<file path="src/rtl/bus_reg_bank.sv">
// Byte-wide register bank: scratch registers, access counters, a latched 16-bit
// timer and a small FIFO behind a data/status register pair.
module bus_reg_bank #(
    parameter int          FIFO_DEPTH = 8,
    parameter logic [7:0]  ID_VALUE   = 8'hA5
) (
    input  logic       clock,
    input  logic       reset,
    input  logic [7:0] int_address,
    input  logic [7:0] int_wr_data,
    input  logic       int_write,
    input  logic       int_read,
    output logic [7:0] int_rd_data
);

    localparam int PTR_W = (FIFO_DEPTH > 1) ? $clog2(FIFO_DEPTH) : 1;
    localparam int CNT_W = PTR_W + 1;
    localparam logic [CNT_W-1:0] FULL_CNT = CNT_W'(FIFO_DEPTH);

    localparam logic [7:0] A_ID     = 8'h10;
    localparam logic [7:0] A_WRCNT  = 8'h11;
    localparam logic [7:0] A_RDCNT  = 8'h12;
    localparam logic [7:0] A_TMR_LO = 8'h13;
    localparam logic [7:0] A_TMR_HI = 8'h14;
    localparam logic [7:0] A_FIFO   = 8'h20;
    localparam logic [7:0] A_STAT   = 8'h21;

    logic [7:0]       scratch [16];
    logic [7:0]       fifo_mem [FIFO_DEPTH];
    logic [7:0]       wr_count;
    logic [7:0]       rd_count;
    logic [15:0]      timer;
    logic [7:0]       shadow;
    logic [PTR_W-1:0] wr_ptr;
    logic [PTR_W-1:0] rd_ptr;
    logic [CNT_W-1:0] fifo_count;
    logic             overflow;
    logic             underflow;
    logic [7:0]       rd_data_p1;

    logic             wr_en_p0;
    logic             rd_en_p0;
    logic             is_scratch_p0;
    logic             fifo_full;
    logic             fifo_empty;
    logic             push_p0;
    logic             pop_p0;
    logic [3:0]       count4;
    logic [7:0]       rd_sel_p0;

    // Decode stage: a simultaneous write and read is treated as a write only.
    always_comb begin
        wr_en_p0      = int_write;
        rd_en_p0      = int_read & ~int_write;
        is_scratch_p0 = (int_address[7:4] == 4'h0);
        fifo_full     = (fifo_count == FULL_CNT);
        fifo_empty    = (fifo_count == '0);
        push_p0       = wr_en_p0 && (int_address == A_FIFO) && !fifo_full;
        pop_p0        = rd_en_p0 && (int_address == A_FIFO) && !fifo_empty;
        count4        = 4'(fifo_count);
        rd_sel_p0     = 8'h00;
        if (is_scratch_p0) begin
            rd_sel_p0 = scratch[int_address[3:0]];
        end else begin
            case (int_address)
                A_ID:     rd_sel_p0 = ID_VALUE;
                A_WRCNT:  rd_sel_p0 = wr_count;
                A_RDCNT:  rd_sel_p0 = rd_count;
                A_TMR_LO: rd_sel_p0 = timer[7:0];
                A_TMR_HI: rd_sel_p0 = shadow;
                A_FIFO:   rd_sel_p0 = fifo_empty ? 8'h00 : fifo_mem[rd_ptr];
                A_STAT:   rd_sel_p0 = {overflow, underflow, fifo_full, fifo_empty, count4};
                default:  rd_sel_p0 = 8'h00;
            endcase
        end
    end

    // Register stage: all architectural state, cleared asynchronously.
    always_ff @(posedge clock or negedge reset) begin
        if (!reset) begin
            for (int i = 0; i < 16; i++) scratch[i] <= 8'h00;
            wr_count   <= 8'h00;
            rd_count   <= 8'h00;
            timer      <= 16'h0000;
            shadow     <= 8'h00;
            wr_ptr     <= '0;
            rd_ptr     <= '0;
            fifo_count <= '0;
            overflow   <= 1'b0;
            underflow  <= 1'b0;
            rd_data_p1 <= 8'h00;
        end else begin
            timer <= timer + 16'd1;

            if (wr_en_p0) begin
                wr_count <= wr_count + 8'd1;
                if (is_scratch_p0) scratch[int_address[3:0]] <= int_wr_data;
                if (int_address == A_FIFO && fifo_full) overflow <= 1'b1;
                if (int_address == A_STAT) begin
                    overflow  <= 1'b0;
                    underflow <= 1'b0;
                end
            end

            if (rd_en_p0) begin
                rd_count   <= rd_count + 8'd1;
                rd_data_p1 <= rd_sel_p0;
                if (int_address == A_TMR_LO) shadow <= timer[15:8];
                if (int_address == A_FIFO && fifo_empty) underflow <= 1'b1;
            end

            // Push and pop are mutually exclusive, so count moves by at most one.
            if (push_p0) begin
                wr_ptr     <= wr_ptr + PTR_W'(1);
                fifo_count <= fifo_count + CNT_W'(1);
            end
            if (pop_p0) begin
                rd_ptr     <= rd_ptr + PTR_W'(1);
                fifo_count <= fifo_count - CNT_W'(1);
            end
        end
    end

    // FIFO storage holds data only; validity is tracked by the count.
    always_ff @(posedge clock) begin
        if (push_p0) fifo_mem[wr_ptr] <= int_wr_data;
    end

    assign int_rd_data = rd_data_p1;

endmodule
</file>
<file path="config.mk">
export PLATFORM = sky130hd
export DESIGN_NAME = bus_reg_bank
export DESIGN_NICKNAME = d
export VERILOG_FILES = /design/src/rtl/bus_reg_bank.sv
export SDC_FILE = /design/constraint.sdc
export NUM_CORES = 1
export LEC_CHECK = 0
export ABC_AREA = 1
export BUFFER_PORTS_ARGS = -buffer_cell sky130_fd_sc_hd__buf_2
export CAP_MARGIN = 20
export CORE_UTILIZATION = 55
export DETAILED_ROUTE_END_ITERATION = 16
export GPL_TIMING_DRIVEN = 0
export PLACE_DENSITY = 0.72
export SLEW_MARGIN = 20
export SYNTH_ARGS = -nofsm -noshare
export SYNTH_HDL_FRONTEND = slang
export SYNTH_SLANG_ARGS = --single-unit
</file>
<file path="constraint.sdc">
create_clock -name clock -period 2.5 [get_ports clock]
set_input_delay 0.125 -clock clock [delete_from_list [all_inputs] [get_ports clock]]
set_output_delay 0.125 -clock clock [all_outputs]
set_load 0.02 [all_outputs]
</file>
== Yosys cells after proc, flatten, opt, wreduce, memory -nomap -nowiden ==
Memories as Yosys holds them, arrays and structs flattened.
Cells that the tools add are included.

* Flip-flop bits (word level): 188
* Bits in latches: 0
* Memory bits (writable): 64
* ROM bits: 0
* Input port bits: 20
* Word-level logic and storage cells: 82
* Memories: 1

{| class="wikitable"
|+ Memories
! memory !! words !! width !! read ports !! clocked after memory_dff !! wr ports !! line !! source
|-
| fifo_mem || 8 || 8 || 1 || 0 || 1 || 29 || <nowiki>logic [7:0] fifo_mem [FIFO_DEPTH];</nowiki>
|}

* Add/subtract/negate cells: 7
* Multiply operators: 0
* Div/mod/pow operators: 0
* $lt $le $gt $ge: 2
* Eq/ne operators: 8
* Shift-type cells: 0
* Muxes and demuxes: 19
* Bitwise operators: 3
* Reduce and logical (&&, ||, !) cells: 16

{| class="wikitable"
|+ Operators by type and width
! operator !! count
|-
| $bwmux W128 || 1
|-
| $pmux W8 S7 || 1
|-
| $eq A8 B5 Y1 const B || 5
|-
| $mux W8 || 5
|-
| $bmux W8 S4 || 1
|-
| $demux W8 S4 || 1
|-
| $add A16 B1 Y16 const B || 1
|-
| $add A8 B1 Y8 const B || 2
|-
| $eq A8 B6 Y1 const B || 2
|-
| $logic_not A4 Y1 || 2
|-
| $mux W1 || 8
|-
| $mux W4 || 2
|-
| $logic_and A1 B1 Y1 || 7
|-
| $add A3 B1 Y3 const B || 2
|-
| $reduce_and A2 Y1 || 3
|-
| $ge A5 B5 Y1 const B || 1
|-
| $lt A5 B1 Y1 const B || 1
|-
| $not A4 Y5 || 1
|-
| $add A4 B1 Y4 const B || 1
|-
| $eq A4 B4 Y1 const B || 1
|-
| $reduce_bool A2 Y1 || 2
|-
| $sub A4 B1 Y4 const B || 1
|-
| $logic_not A1 Y1 || 2
|-
| $and A1 B1 Y1 || 1
|-
| $not A1 Y1 || 1
|}

== Longest topological paths before layout ==
* Word-level depth: 6
* Gate-level depth with buffers: 14

== Least setup slack after synthesis ==
No wires, ideal clock.

* Path type: input port to flip-flop
* From: in int_address[1]
* To: mem fifo_mem[0][0] (enable)
* Arrival time: 1.824 ns
* Data required time: 2.117 ns
* Slack: 0.293 ns
* Stages on the path: 7
* Path buffers: 1
* Cell sequence: buf_4 nor2_8 nand2_1 nor2_4 nand3_2 or2_2 nor3_1

* Word-level cells in the longest chain between the ends: 5

{| class="wikitable"
|+ RTL lines
! what !! line !! source
|-
| from (decl) || 9 || <nowiki>input logic [7:0] int_address,</nowiki>
|-
| $eq A8 B6 Y1 || 58 || <nowiki>push_p0 = wr_en_p0 && (int_address == A_FIFO) && !fifo_full;</nowiki>
|-
| $logic_and A1 B1 Y1 (2 in series) || 58 ||
|-
| $mux W1 || 126 || <nowiki>if (push_p0) fifo_mem[wr_ptr] <= int_wr_data;</nowiki>
|-
| $mux W1 (not written as such) || 126 ||
|-
| to (decl) || 29 ||
|}

No other way between the ends.

== Worst setup path after layout ==
* From: reg fifo_count[2] (netlist: count4[2])
* To: mem fifo_mem[2][5] (enable)

* Word-level cells in the longest chain between the ends: 5

{| class="wikitable"
|+ RTL lines
! what !! line !! source
|-
| from (decl) || 36 || <nowiki>logic [CNT_W-1:0] fifo_count;</nowiki>
|-
| from (signal assigned) || 115 || <nowiki>fifo_count <= fifo_count + CNT_W'(1);</nowiki>
|-
| from (signal assigned) || 119 || <nowiki>fifo_count <= fifo_count - CNT_W'(1);</nowiki>
|-
| $eq A4 B4 Y1 || 56 || <nowiki>fifo_full = (fifo_count == FULL_CNT);</nowiki>
|-
| $logic_not A1 Y1 || 58 ||
|-
| $logic_and A1 B1 Y1 || 58 ||
|-
| $mux W1 || 126 ||
|-
| $mux W1 (not written as such) || 126 ||
|}

No other way between the ends.

==> run metrics <==
Critical Path AT=2.47 ns; Bufs and invs on worst path=1; max-cap viol count=0; Final setup viols=0; CTS Root Cell=clkbuf_16; 1st-iter DRT viols=~930; grt ovf=0; Least-Margin Pin Slew=between 1 and 1.5 ns; CTS tree=yes; Pleak=between 5 and 6 nW; Clock Sinks=252; skew final=0.00960 ns; ANT nets after route=0; vias per cell=5.63; Post-synth EDFFs=64; sequential cell area=approximately 6600 um^2; Distinct cells, synth=39; slowest cell on the critical path=nor3_1; sequential share of the synthesized area=0.585; Yosys top cell by area=dfrtp_1; post-synth top area share=0.416; die area=21200 um^2; Die X-Extent=145 um; Most used DFF post-synth=dfrtp_1; WL final=28400 um; critical path class=register to register; CTS buffer count=26; global-route wire length before repair=44800 um; r2r setup slk=around 0.17 ns; Layout Nets=approximately 1300; Core ar.=20200 um^2; Slew Limit Fails=0; flop and latch count out of synthesis=252; Worst Path Required=2.64 ns; Setup crit start kind=register; Skew-Pair Late Insertion Delay=between 0.5 and 0.6 ns; clock slew at reported path FFs=about 0.06 ns; die span in y=145 um; status=finished, final reports clean; maximum vdd drop=0.711 mV; post-layout util=0.634; Cells after Synth=1215; most frequent cells after synthesis=nand2_1, dfrtp_1, o21ai_0; worst slew slack as a fraction of its limit=0.316; delay-heaviest family, CP=simple AND/OR/NAND/NOR gates; Async S/R FF share, synth=0.746; vias in the first global route=8388; gr usage total=0.271; worst hold path startpoint=int_address[2]; most numerous cell in the Yosys netlist=nand2_1; FMAX=428 MHz; Syn Area/Cell=between 9 and 10 um^2; I/O Buffers=25; Finished Cell Area=roughly 13000 um^2; minimum clock period=between 2 and 2.5 ns; DRC=0; final non-filler cell total=1568; Worst Reg2Reg Path Length in Cells=5; RSZ-0062 raised after global routing=no; Pwr Density=around 720 nW/um^2; TNS Setup=0 ns; Post-CTS Resized=0; reg2reg end=fifo_mem[2][5]$_DFFE_PP_; initial antenna violation count=0; DR pass1 iterations=6; WHS Endpoint=scratch[42]$_DFFE_PN0P_; diode count=0; HP Class=input port to register; Initial Util=0.559; Placer Congestion=0.884; Hold Vio Cnt, Final=0; CP endpoint kind=register; crit-path cells=inv_1 > nand3_1 > nand3_2 > or2_2 > nor3_1; CP peak stage delay=0.80 ns; area of the multi-input gates=4190 um^2; period utilisation layout=0.934; area grow syn2layout=13.3%; DR WL/cell=18.1 um; Ys Warns=0; Core Rows=52; layout cell share with drive strength beyond 1=0.111; Reg-to-Reg Start=count4[2]$_DFFE_PN0P_; via count=8835; # IOs=28; Synth Cell Area=roughly 11000 um^2; clock buffer depth=3; CP startpoint=count4[2]$_DFFE_PN0P_; crit-path max FO=8; DP HPWL=between 15000 and 20000 um; placed cell count=1512; placed inst area=between 10000 and 15000 um^2; syn nets=between 1000 and 1500; largest net degree at the start of global routing=91; synth top area cells=dfrtp_1, edfxtp_1, nand2_1, o21ai_0, nor2_1; layout filler cell count=1663; worst hold stages=4; H-tree levels=1
through the flow:
stage / setup WS (ns) / power, W / hold WS (ns)
3_3_place_gp: -1.82 / 0.00548 / 0.451
4_1_cts: 0.156 / 0.00931 / 0.0281
5_1_grt: 0.0148 / 0.00960 / 0.0545
6_report: 0.165 / 0.00927 / 0.0530
2_1_floorplan: 0.293 / 0.00520 / -0.171
3_5_place_dp: -0.129 / 0.00552 / 0.0124
power by group:
group	leakage, nW	switching, W	internal, W
clock	0.411	0.00154	0.00225
combinational	2.29	0.000548	0.000264
sequential	3.06	0.000183	0.00448
total	5.77	0.00227	0.00699
per-layer routing:
layer  GRT usage  wire length [um]  up-vias
li1            -                 -     4182
met1       0.390             12500     4245
met2       0.436             13300      359
met3      0.0304              1880       49
met4      0.0858               806        0
met5           0                 0        -
worst reg2reg max path: stages (launching register included):
cell     delay (ns)
dfrtp_1        0.35
inv_1          0.12
nand3_1        0.18
nand3_2        0.14
or2_2          0.37
nor3_1         0.80
area by class of cell:
| type | instances | area share |
|---|---|---|
| Buffer | 52 | 0.0193 |
| Inverter | 77 | 0.0227 |
| Clock buffer | 41 | 0.0615 |
| Multi-Input combinational cell | 834 | 0.327 |
| Tap cell | 270 | 0.0263 |
| Clock inverter | 5 | 0.00410 |
| Sequential cell | 252 | 0.517 |
| Timing Repair Buffer | 37 | 0.0226 |
registers in the layout, summed over array words and instances, names as in the netlist:
| register | flops |
|---|---|
| underflow | 1 |
| fifo_mem | 64 |
| scratch | 128 |
| count4 | 4 |
| shadow | 8 |
| timer | 16 |
| rd_ptr | 3 |
| wr_ptr | 3 |
| wr_count | 8 |
| int_rd_data | 8 |
| overflow | 1 |
| rd_count | 8 |
cells by family after synthesis:
kind of cell / count (synthesis) / share of synthesized area
AO/OA/AOI/OAI: 278 / 0.134
XOR/XNOR: 33 / 0.0255
adder cells (fa/ha/maj): 6 / 0.00663
buffers and inverters: 129 / 0.0476
flip-flops: 252 / 0.585
multiplexers: 3 / 0.00298
AND/OR/NAND/NOR: 514 / 0.198
cell usage in the layout (no fill, tap or decap), types with 5 or more instances in the layout:
cell type and n:
nor2_1 130, dlygate4sd3_1 10, nand2_1 309, ha_1 6
dfrtp_1 188, nand4_1 10, clkbuf_16 27, inv_2 6
a22oi_1 47, xor2_1 32, nand3_1 18, o21ai_0 179
o21ai_1 16, clkbuf_1 29, nand3_2 7, clkbuf_8 6
a21oi_1 33, nor3_2 7, buf_2 48, edfxtp_1 64
inv_1 69, nor2_2 5
how the worst max path moves through the flow:
stage,depth (start not counted),end
after global placement,1,scratch[47]$_DFFE_PN0P_
after floorplan,7,fifo_mem[0][0]$_DFFE_PP_
final,5,fifo_mem[2][5]$_DFFE_PP_
after CTS,5,fifo_mem[2][5]$_DFFE_PP_
after global routing,5,fifo_mem[2][5]$_DFFE_PP_
after detailed placement,7,fifo_mem[2][5]$_DFFE_PP_
repair_timing:
action | 4_1_cts | 5_1_grt
endpoints found under the hold margin | 162 | 0
setup buffers | 0 | 0
hold buffers | 10 | 0
(Power assumes the default switching activity.)
